[src/rtl/ex_hazard_ctrl_pkg.sv]
// Shared encodings for the execute-stage hazard controller: writeback
// sources, forwarding selects, FSM states and control-word field offsets.
package ex_hazard_ctrl_pkg;

    // Writeback source carried in the ID/EX control word.
    typedef enum logic [1:0] {
        WB_ALU = 2'b00,
        WB_MEM = 2'b01,
        WB_PC4 = 2'b10
    } wb_src_e;

    // Operand mux select for the EX-stage A/B operands.
    typedef enum logic [1:0] {
        FWD_RF  = 2'b00,
        FWD_MEM = 2'b01,
        FWD_WB  = 2'b10
    } fwd_sel_e;

    // Sequencing FSM.
    typedef enum logic {
        RUN     = 1'b0,
        MC_BUSY = 1'b1
    } state_e;

    // Width of the multi-cycle down-counter (holds up to MC_LATENCY-2 = 14).
    localparam int MC_CNT_W = 4;

    // 14-bit EX control word layout.
    localparam int EX_CTRL_W        = 14;
    localparam int EX_RF_WB_BIT     = 0;
    localparam int EX_WB_SRC_LSB    = 1;   // 2 bits
    localparam int EX_MEM_WE_BIT    = 3;
    localparam int EX_MEM_RE_BIT    = 4;
    localparam int EX_BRANCH_BIT    = 5;
    localparam int EX_PC_SRC_BIT    = 6;
    localparam int EX_ALU_OP_LSB    = 7;   // 4 bits
    localparam int EX_ALU_SRC_BIT   = 11;
    localparam int EX_MC_OP_BIT     = 12;
    localparam int EX_JALR_BIT      = 13;

    // 23-bit decode control word layout; the low bits carry the EX word.
    localparam int DEC_CTRL_W       = 23;
    localparam int DEC_EX_LSB       = 0;   // EX_CTRL_W bits
    localparam int DEC_USE_RS1_BIT  = 14;
    localparam int DEC_USE_RS2_BIT  = 15;
    localparam int DEC_IMM_SEL_LSB  = 16;  // 3 bits
    localparam int DEC_CSR_OP_LSB   = 19;  // 2 bits
    localparam int DEC_ILLEGAL_BIT  = 21;
    localparam int DEC_FENCE_BIT    = 22;

    // True when the ID/EX instruction is a load that writes a real register.
    function automatic logic is_load(input logic rf_wb, input logic [1:0] wb_src,
                                     input logic [4:0] rd);
        return rf_wb && (wb_src == WB_MEM) && (rd != 5'd0);
    endfunction

endpackage

[src/rtl/ex_hazard_ctrl_if.sv]
// Bundle of pipeline-register fields observed by the hazard controller and
// the stall/flush/forwarding controls it returns.
interface ex_hazard_ctrl_if #(
    parameter int CNT_W = 32
);
    logic [4:0]       id_rs1;
    logic [4:0]       id_rs2;
    logic             id_use_rs1;
    logic             id_use_rs2;
    logic [4:0]       ex_rs1;
    logic [4:0]       ex_rs2;
    logic [4:0]       ex_rd;
    logic             ex_rf_wb;
    logic [1:0]       ex_wb_src;
    logic             ex_mc_op;
    logic             ex_redirect;
    logic [4:0]       mem_rd;
    logic             mem_rf_wb;
    logic [4:0]       wb_rd;
    logic             wb_rf_wb;

    logic             stall_if;
    logic             stall_id;
    logic             stall_ex;
    logic             flush_id;
    logic             flush_ex;
    logic [1:0]       fwd_a_sel;
    logic [1:0]       fwd_b_sel;
    logic             mc_busy;
    logic [CNT_W-1:0] stall_cnt;
    logic [CNT_W-1:0] flush_cnt;

    // Pipeline side: supplies register fields, consumes controls.
    modport master (
        output id_rs1, id_rs2, id_use_rs1, id_use_rs2,
               ex_rs1, ex_rs2, ex_rd, ex_rf_wb, ex_wb_src, ex_mc_op, ex_redirect,
               mem_rd, mem_rf_wb, wb_rd, wb_rf_wb,
        input  stall_if, stall_id, stall_ex, flush_id, flush_ex,
               fwd_a_sel, fwd_b_sel, mc_busy, stall_cnt, flush_cnt
    );

    // Controller side.
    modport slave (
        input  id_rs1, id_rs2, id_use_rs1, id_use_rs2,
               ex_rs1, ex_rs2, ex_rd, ex_rf_wb, ex_wb_src, ex_mc_op, ex_redirect,
               mem_rd, mem_rf_wb, wb_rd, wb_rf_wb,
        output stall_if, stall_id, stall_ex, flush_id, flush_ex,
               fwd_a_sel, fwd_b_sel, mc_busy, stall_cnt, flush_cnt
    );
endinterface

[src/rtl/ex_hazard_ctrl_fwd_unit.sv]
// Forwarding compare for one EX operand. EX/MEM wins over MEM/WB; x0 is
// hard-wired zero and never forwarded.
module ex_hazard_ctrl_fwd_unit
    import ex_hazard_ctrl_pkg::*;
(
    input  logic [4:0] ex_rs,
    input  logic [4:0] mem_rd,
    input  logic       mem_rf_wb,
    input  logic [4:0] wb_rd,
    input  logic       wb_rf_wb,
    output fwd_sel_e   fwd_sel
);

    // Pick the youngest in-flight producer of ex_rs.
    always_comb begin
        fwd_sel = FWD_RF;
        if (mem_rf_wb && (mem_rd != 5'd0) && (mem_rd == ex_rs)) begin
            fwd_sel = FWD_MEM;
        end else if (wb_rf_wb && (wb_rd != 5'd0) && (wb_rd == ex_rs)) begin
            fwd_sel = FWD_WB;
        end
    end

endmodule

[src/rtl/ex_hazard_ctrl.sv]
// Execute-stage sequencing controller: load-use bubbles, redirect flushes,
// multi-cycle op stalls, operand forwarding and saturating perf counters.
module ex_hazard_ctrl
    import ex_hazard_ctrl_pkg::*;
#(
    parameter int MC_LATENCY = 4,
    parameter int CNT_W      = 32
) (
    input logic             clk,
    input logic             rst_n,
    ex_hazard_ctrl_if.slave bus
);

    if (MC_LATENCY < 2 || MC_LATENCY > 16) begin : g_bad_latency
        $error("ex_hazard_ctrl: MC_LATENCY must be within 2..16");
    end

    // The issue cycle in RUN counts as the first EX cycle, so the counter
    // covers the remaining MC_LATENCY-1 cycles ending at zero.
    localparam logic [MC_CNT_W-1:0] MC_INIT = MC_CNT_W'(MC_LATENCY - 2);

    state_e              state_q, state_d;
    logic [MC_CNT_W-1:0] mc_cnt_q, mc_cnt_d;
    logic [CNT_W-1:0]    stall_cnt_q, flush_cnt_q;

    logic     load_use;
    logic     redirect_evt;
    logic     stall_if, stall_id, stall_ex, flush_id, flush_ex, mc_busy;
    fwd_sel_e fwd_a, fwd_b;

    ex_hazard_ctrl_fwd_unit u_fwd_a (
        .ex_rs     (bus.ex_rs1),
        .mem_rd    (bus.mem_rd),
        .mem_rf_wb (bus.mem_rf_wb),
        .wb_rd     (bus.wb_rd),
        .wb_rf_wb  (bus.wb_rf_wb),
        .fwd_sel   (fwd_a)
    );

    ex_hazard_ctrl_fwd_unit u_fwd_b (
        .ex_rs     (bus.ex_rs2),
        .mem_rd    (bus.mem_rd),
        .mem_rf_wb (bus.mem_rf_wb),
        .wb_rd     (bus.wb_rd),
        .wb_rf_wb  (bus.wb_rf_wb),
        .fwd_sel   (fwd_b)
    );

    assign load_use = is_load(bus.ex_rf_wb, bus.ex_wb_src, bus.ex_rd) &&
                      ((bus.id_use_rs1 && (bus.id_rs1 == bus.ex_rd)) ||
                       (bus.id_use_rs2 && (bus.id_rs2 == bus.ex_rd)));

    // Next-state and control outputs; redirect beats multi-cycle issue beats load-use.
    always_comb begin
        // NOTE: every output gets a default first so no path leaves it unassigned (no latch).
        state_d      = state_q;
        mc_cnt_d     = mc_cnt_q;
        stall_if     = 1'b0;
        stall_id     = 1'b0;
        stall_ex     = 1'b0;
        flush_id     = 1'b0;
        flush_ex     = 1'b0;
        mc_busy      = 1'b0;
        redirect_evt = 1'b0;
        case (state_q)
            RUN: begin
                if (bus.ex_redirect) begin
                    // Younger instructions are squashed, so load-use is moot.
                    flush_id     = 1'b1;
                    flush_ex     = 1'b1;
                    redirect_evt = 1'b1;
                end else if (bus.ex_mc_op) begin
                    stall_if = 1'b1;
                    stall_id = 1'b1;
                    stall_ex = 1'b1;
                    mc_busy  = 1'b1;
                    state_d  = MC_BUSY;
                    mc_cnt_d = MC_INIT;
                end else if (load_use) begin
                    stall_if = 1'b1;
                    stall_id = 1'b1;
                    flush_ex = 1'b1;
                end
            end
            MC_BUSY: begin
                // EX inputs are frozen, so forwarding stays stable across the op.
                stall_if = 1'b1;
                stall_id = 1'b1;
                stall_ex = 1'b1;
                mc_busy  = 1'b1;
                if (mc_cnt_q == '0) begin
                    state_d = RUN;
                end else begin
                    mc_cnt_d = mc_cnt_q - 1'b1;
                end
            end
            default: begin
                state_d  = RUN;
                mc_cnt_d = '0;
            end
        endcase
    end

    // FSM state and multi-cycle down-counter; reset aborts any op in flight.
    always_ff @(posedge clk or negedge rst_n) begin
        if (!rst_n) begin
            state_q  <= RUN;
            mc_cnt_q <= '0;
        end else begin
            // NOTE: non-blocking assignments so all flops sample pre-edge values together.
            state_q  <= state_d;
            mc_cnt_q <= mc_cnt_d;
        end
    end

    // Saturating performance counters: stalled front-end cycles and redirects.
    always_ff @(posedge clk or negedge rst_n) begin
        if (!rst_n) begin
            stall_cnt_q <= '0;
            flush_cnt_q <= '0;
        end else begin
            if (stall_if && (stall_cnt_q != '1)) begin
                stall_cnt_q <= stall_cnt_q + CNT_W'(1);
            end
            if (redirect_evt && (flush_cnt_q != '1)) begin
                flush_cnt_q <= flush_cnt_q + CNT_W'(1);
            end
        end
    end

    assign bus.stall_if  = stall_if;
    assign bus.stall_id  = stall_id;
    assign bus.stall_ex  = stall_ex;
    assign bus.flush_id  = flush_id;
    assign bus.flush_ex  = flush_ex;
    assign bus.fwd_a_sel = fwd_a;
    assign bus.fwd_b_sel = fwd_b;
    assign bus.mc_busy   = mc_busy;
    assign bus.stall_cnt = stall_cnt_q;
    assign bus.flush_cnt = flush_cnt_q;

endmodule

[src/flat_wrapper.sv]
// flat-port wrapper written by rule: the top's interface ports become plain ports
module ex_hazard_ctrl_flat import ex_hazard_ctrl_pkg::*;
#(
    parameter int MC_LATENCY = 4,
    parameter int CNT_W      = 32
)
  (clk, rst_n, bus_id_rs1, bus_id_rs2, bus_id_use_rs1, bus_id_use_rs2, bus_ex_rs1, bus_ex_rs2, bus_ex_rd, bus_ex_rf_wb, bus_ex_wb_src, bus_ex_mc_op, bus_ex_redirect, bus_mem_rd, bus_mem_rf_wb, bus_wb_rd, bus_wb_rf_wb, bus_stall_if, bus_stall_id, bus_stall_ex, bus_flush_id, bus_flush_ex, bus_fwd_a_sel, bus_fwd_b_sel, bus_mc_busy, bus_stall_cnt, bus_flush_cnt);
  ex_hazard_ctrl_if #(.CNT_W(CNT_W)) bus_i ();
  input logic clk;
  input logic rst_n;
  input wire logic [$bits(bus_i.id_rs1)-1:0] bus_id_rs1;
  input wire logic [$bits(bus_i.id_rs2)-1:0] bus_id_rs2;
  input wire logic [$bits(bus_i.id_use_rs1)-1:0] bus_id_use_rs1;
  input wire logic [$bits(bus_i.id_use_rs2)-1:0] bus_id_use_rs2;
  input wire logic [$bits(bus_i.ex_rs1)-1:0] bus_ex_rs1;
  input wire logic [$bits(bus_i.ex_rs2)-1:0] bus_ex_rs2;
  input wire logic [$bits(bus_i.ex_rd)-1:0] bus_ex_rd;
  input wire logic [$bits(bus_i.ex_rf_wb)-1:0] bus_ex_rf_wb;
  input wire logic [$bits(bus_i.ex_wb_src)-1:0] bus_ex_wb_src;
  input wire logic [$bits(bus_i.ex_mc_op)-1:0] bus_ex_mc_op;
  input wire logic [$bits(bus_i.ex_redirect)-1:0] bus_ex_redirect;
  input wire logic [$bits(bus_i.mem_rd)-1:0] bus_mem_rd;
  input wire logic [$bits(bus_i.mem_rf_wb)-1:0] bus_mem_rf_wb;
  input wire logic [$bits(bus_i.wb_rd)-1:0] bus_wb_rd;
  input wire logic [$bits(bus_i.wb_rf_wb)-1:0] bus_wb_rf_wb;
  output wire logic [$bits(bus_i.stall_if)-1:0] bus_stall_if;
  output wire logic [$bits(bus_i.stall_id)-1:0] bus_stall_id;
  output wire logic [$bits(bus_i.stall_ex)-1:0] bus_stall_ex;
  output wire logic [$bits(bus_i.flush_id)-1:0] bus_flush_id;
  output wire logic [$bits(bus_i.flush_ex)-1:0] bus_flush_ex;
  output wire logic [$bits(bus_i.fwd_a_sel)-1:0] bus_fwd_a_sel;
  output wire logic [$bits(bus_i.fwd_b_sel)-1:0] bus_fwd_b_sel;
  output wire logic [$bits(bus_i.mc_busy)-1:0] bus_mc_busy;
  output wire logic [$bits(bus_i.stall_cnt)-1:0] bus_stall_cnt;
  output wire logic [$bits(bus_i.flush_cnt)-1:0] bus_flush_cnt;
  assign bus_i.id_rs1 = bus_id_rs1;
  assign bus_i.id_rs2 = bus_id_rs2;
  assign bus_i.id_use_rs1 = bus_id_use_rs1;
  assign bus_i.id_use_rs2 = bus_id_use_rs2;
  assign bus_i.ex_rs1 = bus_ex_rs1;
  assign bus_i.ex_rs2 = bus_ex_rs2;
  assign bus_i.ex_rd = bus_ex_rd;
  assign bus_i.ex_rf_wb = bus_ex_rf_wb;
  assign bus_i.ex_wb_src = bus_ex_wb_src;
  assign bus_i.ex_mc_op = bus_ex_mc_op;
  assign bus_i.ex_redirect = bus_ex_redirect;
  assign bus_i.mem_rd = bus_mem_rd;
  assign bus_i.mem_rf_wb = bus_mem_rf_wb;
  assign bus_i.wb_rd = bus_wb_rd;
  assign bus_i.wb_rf_wb = bus_wb_rf_wb;
  assign bus_stall_if = bus_i.stall_if;
  assign bus_stall_id = bus_i.stall_id;
  assign bus_stall_ex = bus_i.stall_ex;
  assign bus_flush_id = bus_i.flush_id;
  assign bus_flush_ex = bus_i.flush_ex;
  assign bus_fwd_a_sel = bus_i.fwd_a_sel;
  assign bus_fwd_b_sel = bus_i.fwd_b_sel;
  assign bus_mc_busy = bus_i.mc_busy;
  assign bus_stall_cnt = bus_i.stall_cnt;
  assign bus_flush_cnt = bus_i.flush_cnt;
  ex_hazard_ctrl #(.MC_LATENCY(MC_LATENCY), .CNT_W(CNT_W)) u_core (.clk(clk), .rst_n(rst_n), .bus(bus_i));
endmodule
[config.mk]
export PLATFORM = sky130hd
export DESIGN_NAME = ex_hazard_ctrl_flat
export DESIGN_NICKNAME = d
export VERILOG_FILES = /design/src/rtl/ex_hazard_ctrl_pkg.sv /design/src/rtl/ex_hazard_ctrl_if.sv /design/src/rtl/ex_hazard_ctrl_fwd_unit.sv /design/src/rtl/ex_hazard_ctrl.sv /design/src/flat_wrapper.sv
export SDC_FILE = /design/constraint.sdc
export NUM_CORES = 1
export LEC_CHECK = 0
export CORE_ASPECT_RATIO = 1.2
export CORE_MARGIN = 5
export CORE_UTILIZATION = 47
export DETAILED_ROUTE_END_ITERATION = 6
export GPL_ROUTABILITY_DRIVEN = 1
export PLACE_DENSITY_LB_ADDON = 0.1
export SYNTH_ARGS = -nofsm -noshare
export SYNTH_HDL_FRONTEND = slang
export SYNTH_SLANG_ARGS = --single-unit
[constraint.sdc]
create_clock -name clk -period 2.75 [get_ports clk]
set_clock_uncertainty 0.05 [all_clocks]
set_input_delay 0.4125 -clock clk [delete_from_list [all_inputs] [get_ports clk]]
set_output_delay 0.4125 -clock clk [all_outputs]
set_load 0.01 [all_outputs]
After elaboration in Yosys (flattened, before gate mapping)
Index checks and enable logic that the tools add are counted.

storage, ports and cells
  register bits = 69
  bits of input ports = 46
  output and inout port bits = 74
  word-level logic and storage cells = 61

cells by class
  add/subtract/negate cells = 3
  equality and inequality tests = 12
  mux-type cells = 22
  bitwise gates (word level) = 1
  reduce and logical (&&, ||, !) cells = 19

operators with widths
  operator                 count
  $add A32 B1 Y32 const B  2
  $ne A32 B32 Y1 const B   2
  $eq A5 B5 Y1             6
  $reduce_bool A5 Y1       3
  $logic_and A1 B1 Y1      13
  $mux W4                  3
  $mux W1                  11
  $mux W2                  4
  $pmux W4 S2              1
  $ne A2 B2 Y1 const B     3
  $pmux W1 S2              3
  $logic_not A4 Y1         1
  $sub A4 B1 Y4 const B    1
  $reduce_and A3 Y1        1
  $eq A2 B1 Y1 const B     1
  $logic_or A1 B1 Y1       1
  $not A1 Y1               1

Logic depth before layout (Yosys ltp)
  depth in word-level cells = 9
  gate-level depth with buffers = 9
  gate-level depth less buffers = 7

Hierarchy
From an unflattened synthesis, not the netlist that was laid out.

unflattened totals
  cells, all modules = 374
  area, all modules = 3814.9 sq um

modules (own cells, without submodules)
  module                   times used  cells an instance  area each (sq um)  sequential area each (sq um)
  ex_hazard_ctrl           1           334                3512.1             1726.7
  ex_hazard_ctrl_fwd_unit  2           20                 151.4              0.0

Worst setup path after synthesis
OpenSTA, ideal clock, no wires.

  kind = input to output
  start = input port bus_mem_rd[0]
  end = output port bus_fwd_a_sel[1]
  arrival = 1706 ps
  data required time = 2288 ps
  path slack = 582 ps
  cell stages on the path = 4
  buffers on the path = 0
  path through = or4_1 > o21ai_0 > nor4_1 > nor4_1

on the way
  cells in the longest elaborated chain, start to end = 4
  elaborated cells on any way between the ends = 5
  those cells by class = 1 x eq/ne; 1 x mux; 3 x reduce/logical

ends and longest elaborated chain
  element                  RTL line                       source
  from (decl)              flat_wrapper.sv:22             input wire logic [$bits(bus_i.mem_rd)-1:0] bus_mem_rd;
  $reduce_bool A5 Y1       ex_hazard_ctrl_fwd_unit.sv:17  if (mem_rf_wb && (mem_rd != 5'd0) && (mem_rd == ex_rs)) begin
  $logic_and A1 B1 Y1      ex_hazard_ctrl_fwd_unit.sv:17
  $logic_and A1 B1 Y1 (*)  ex_hazard_ctrl_fwd_unit.sv:17
  $mux W2 (*)              ex_hazard_ctrl_fwd_unit.sv:17
  to (decl)                flat_wrapper.sv:31             output wire logic [$bits(bus_i.fwd_a_sel)-1:0] bus_fwd_a_sel;

Every way passes the cells marked *; elsewhere a longest branch is shown, timed or not.

Final worst setup path
  start = input port bus_id_rs1[1]
  end = output port bus_flush_ex

on the way
  cells in the longest elaborated chain, start to end = 8

ends and longest elaborated chain
  element              RTL line              source
  from (decl)          flat_wrapper.sv:11    input wire logic [$bits(bus_i.id_rs1)-1:0] bus_id_rs1;
  $eq A5 B5 Y1         ex_hazard_ctrl.sv:50  ((bus.id_use_rs1 && (bus.id_rs1 == bus.ex_rd)) ||
  $logic_and A1 B1 Y1  ex_hazard_ctrl.sv:50
  $logic_or A1 B1 Y1   ex_hazard_ctrl.sv:50
  $logic_and A1 B1 Y1  ex_hazard_ctrl.sv:49  assign load_use = is_load(bus.ex_rf_wb, bus.ex_wb_src, bus.ex_rd) &&
  $mux W1              ex_hazard_ctrl.sv:79  end else if (load_use) begin
  $mux W1              ex_hazard_ctrl.sv:72  end else if (bus.ex_mc_op) begin
  $mux W1              ex_hazard_ctrl.sv:67  if (bus.ex_redirect) begin
  $mux W1              ex_hazard_ctrl.sv:65  case (state_q)
  to (decl)            flat_wrapper.sv:30    output wire logic [$bits(bus_i.flush_ex)-1:0] bus_flush_ex;

Every way passes these cells.

==> key figures <==
Floorplanning
  • Die area: 10,100 um2
  • Initial core utilization: 0.477
  • CORE AREA: 8020 um2
  • Die Span Y: 109 um
  • FP Rows: 36
  • Die Wd: 92.4 um
  • # IOs: 120

Final layout
  • ANT cells: 0
  • Nets: 565
  • Most frequent cells in the layout: 105 x clkdlybuf4s50_1, 69 x dfrtp_1, 51 x xnor2_1
  • Number of cells in the finished layout apart from fillers: 615
  • Most common cell after layout, fill and taps aside: clkdlybuf4s50_1
  • Share of post-route cells with drive strength above 1: 0.137
  • Fill cell count: 660
  • Final core occ: 0.687
  • Area grow syn2layout: 44.0%

Yosys
  • Ys Warns: 0
  • Post-Syn Nets: 417
  • Asr flop ratio synth: 1.00
  • Cells after Synth: 368
  • Top cells by area, synth: dfrtp_1 45%, xnor2_1 12%, xor2_1 8.9%
  • Synth unique cells: 47
  • Synth Register Bits: 69
  • Area of the mapped netlist: 3830 um2
  • Synth top area share: 0.451
  • Avg Cell Area, Syn: 10.4 um2
  • Synth Flop Type: dfrtp_1
  • Sequential fraction of the synthesis area: 0.451
  • Dominant cell type by area after synthesis: dfrtp_1
  • EDFF count, synth: 0

STA
  • Final Max Tran Viols: 0
  • WHS: 0.224 ns
  • Least-Margin Pin Slew: 0.863 ns
  • Final min period: 2.66 ns
  • RSZ-0062 raised after global routing: false
  • Fmax: 376 MHz
  • Worst slew margin: 0.425
  • Final setup fails: 0
  • Final Cycle Share: 0.967
  • Final Hold Fails: 0

Worst setup path
  • Max incr delay on CP: 0.52 ns
  • CP cell instances: clkdlybuf4s50_1 > xnor2_1 > nand4_1 > o22a_1 > or4_4 > a21oi_2 > buf_2
  • Crit path launch type: primary input
  • Worst-path maximum fanout: 2
  • Setup crit end kind: primary output
  • CP max-delay cell: or4_4
  • Critical Path RT: 2.29 ns
  • Worst EP arrival: 2.20 ns
  • Crit path kind: primary input to primary output

Worst hold path
  • Hold Crit Class: primary input to async pin

Clocking
  • Depth of the CTS H-tree: 3
  • CTS Buf Count: 9
  • Clock sinks: 69
  • # hold bufs at CTS: 0
  • TritonCTS clock tree: built
  • Clock root buffer: clkbuf_8
  • Post-CTS setup repair buffer count: 0
  • Clk slew on worst S/H paths: 0.07 ns
  • Clock latency at the later pin of the worst-skew pair: 0.33 ns
  • Bufs on Longest Clock Path: 2

Global routing
  • Remaining Overflow, GRT: 0
  • Initial antenna violation count: 0
  • GR Util All Layers: 0.198
  • First-pass GRT wire length: 16.0 mm
  • Pin count of the biggest net entering global routing: 70
  • Vias in the first global route: 3,422

Power and ir drop
  • Total chip power: 3.14 mW
  • P per Cell Area: 570 nW/um2
  • Peak VDD IR: 0.369 mV
  • Leak: 2.40 nW

Place
  • Port bufs: 119
  • Inst Count DP: 600
  • Post-DP HPWL: 7.49 mm
  • RD Place Congestion: 0.850

Outcome
  • Status: finished clean

Routing
  • DR iter-0 viols: 79
  • Routed wire length: 9.79 mm
  • DR vias: 3,332
  • Drt drc: 0
  • ANT nets after route: 0
  • Via density: 5.42
  • WL/cell: 15.9 um
  • DRT Pass-1 Iters: 4

Run
  • Max_cap viols: 0
[critical path: cells and delay by family]
family                    cells  cell delay, ns
and+or+nand+nor               2            0.66
buffers and inverters         2            0.62
AOI/OAI and AO/OA             2            0.39
xor gates and xnor gates      1            0.13
[area by class of cell]
| cell class | count | area, um2 | area share |
|---|---|---|---|
| clock buffer | 10 | 128 | 0.0232 |
| clock inverter | 5 | 52.6 | 0.00953 |
| inverter | 9 | 33.8 | 0.00613 |
| multi-input combinational | 281 | 2070 | 0.376 |
| sequential | 69 | 1730 | 0.313 |
| tap | 95 | 119 | 0.0216 |
| timing repair buffer | 146 | 1380 | 0.250 |
[registers in the layout (all words and copies together), names as in the netlist]
name and count:
u_core.mc_cnt_q 4, u_core.bus.stall_cnt 32, u_core.bus.flush_cnt 32, u_core.state_q 1
[where the power goes]
group | switching (mW) | internal [mW] | total (mW)
Clock | 0.370 | 0.410 | 0.780
Sequential | 0.187 | 1.16 | 1.34
Combinational | 0.479 | 0.541 | 1.02
Total | 1.04 | 2.11 | 3.14
[metal layers]
metal / vias to the layer above / GRT usage / wire length, um
li1: 1604 / - / -
met1: 1631 / 0.225 / 3840
met2: 83 / 0.370 / 5300
met3: 14 / 0.0386 / 446
met4: 0 / 0.0711 / 197
met5: - / 0 / 0
[cell usage after synthesis (4+ instances only)]
cell type / count
dfrtp_1: 69
xnor2_1: 52
xor2_1: 39
nand3_1: 30
nand2_1: 22
nor2_1: 22
nand4_1: 20
and3_1: 12
nor3_1: 11
inv_1: 9
and4_1: 7
o21ai_0: 7
nor4_1: 6
or4_1: 6
a21oi_1: 4
clkbuf_1: 4
nand4b_1: 4
[path summary, 6_finish.rpt]
| kind | from | endpoint | slack [ns] | cells past startpoint |
|---|---|---|---|---|
| hold reg to reg | u_core.bus.flush_cnt[9] | u_core.bus.flush_cnt[9] | 0.44 | 1 |
| min in group clk | u_core.bus.flush_cnt[9] | u_core.bus.flush_cnt[9] | 0.44 | 1 |
| hold / removal | rst_n | u_core.bus.flush_cnt[3] | 0.22 | 2 |
| setup reg to reg | u_core.bus.stall_cnt[0] | u_core.bus.stall_cnt[21] | 0.38 | 8 |
| setup / recovery | bus_id_rs1[1] | bus_flush_ex | 0.09 | 7 |
| max in group asynchronous | rst_n | u_core.bus.stall_cnt[31] | 1.86 | 2 |
[metrics by stage]
step           cell area [um2]  setup slack [ns]  setup TNS, ns
2_1_floorplan             3830             0.582              0
3_3_place_gp              5280            -0.354          -1.27
3_5_place_dp              5280            -0.431          -1.43
4_1_cts                   5460           0.00340              0
5_1_grt                   5510            0.0146              0
6_report                  5510            0.0895              0
[logic make-up after synthesis]
logic type	share of synthesized area
simple gates	0.262
xor+xnor	0.208
flops	0.451
compound gates	0.0406
buf+inv	0.0222
fa+ha+maj	0.00981
mux	0.00589
[timing repair]
item	4_1_cts	5_1_grt
pin swaps	2	4
setup endpoints to repair	6	5
resized for setup	15	18
(Power assumes the default switching activity.)
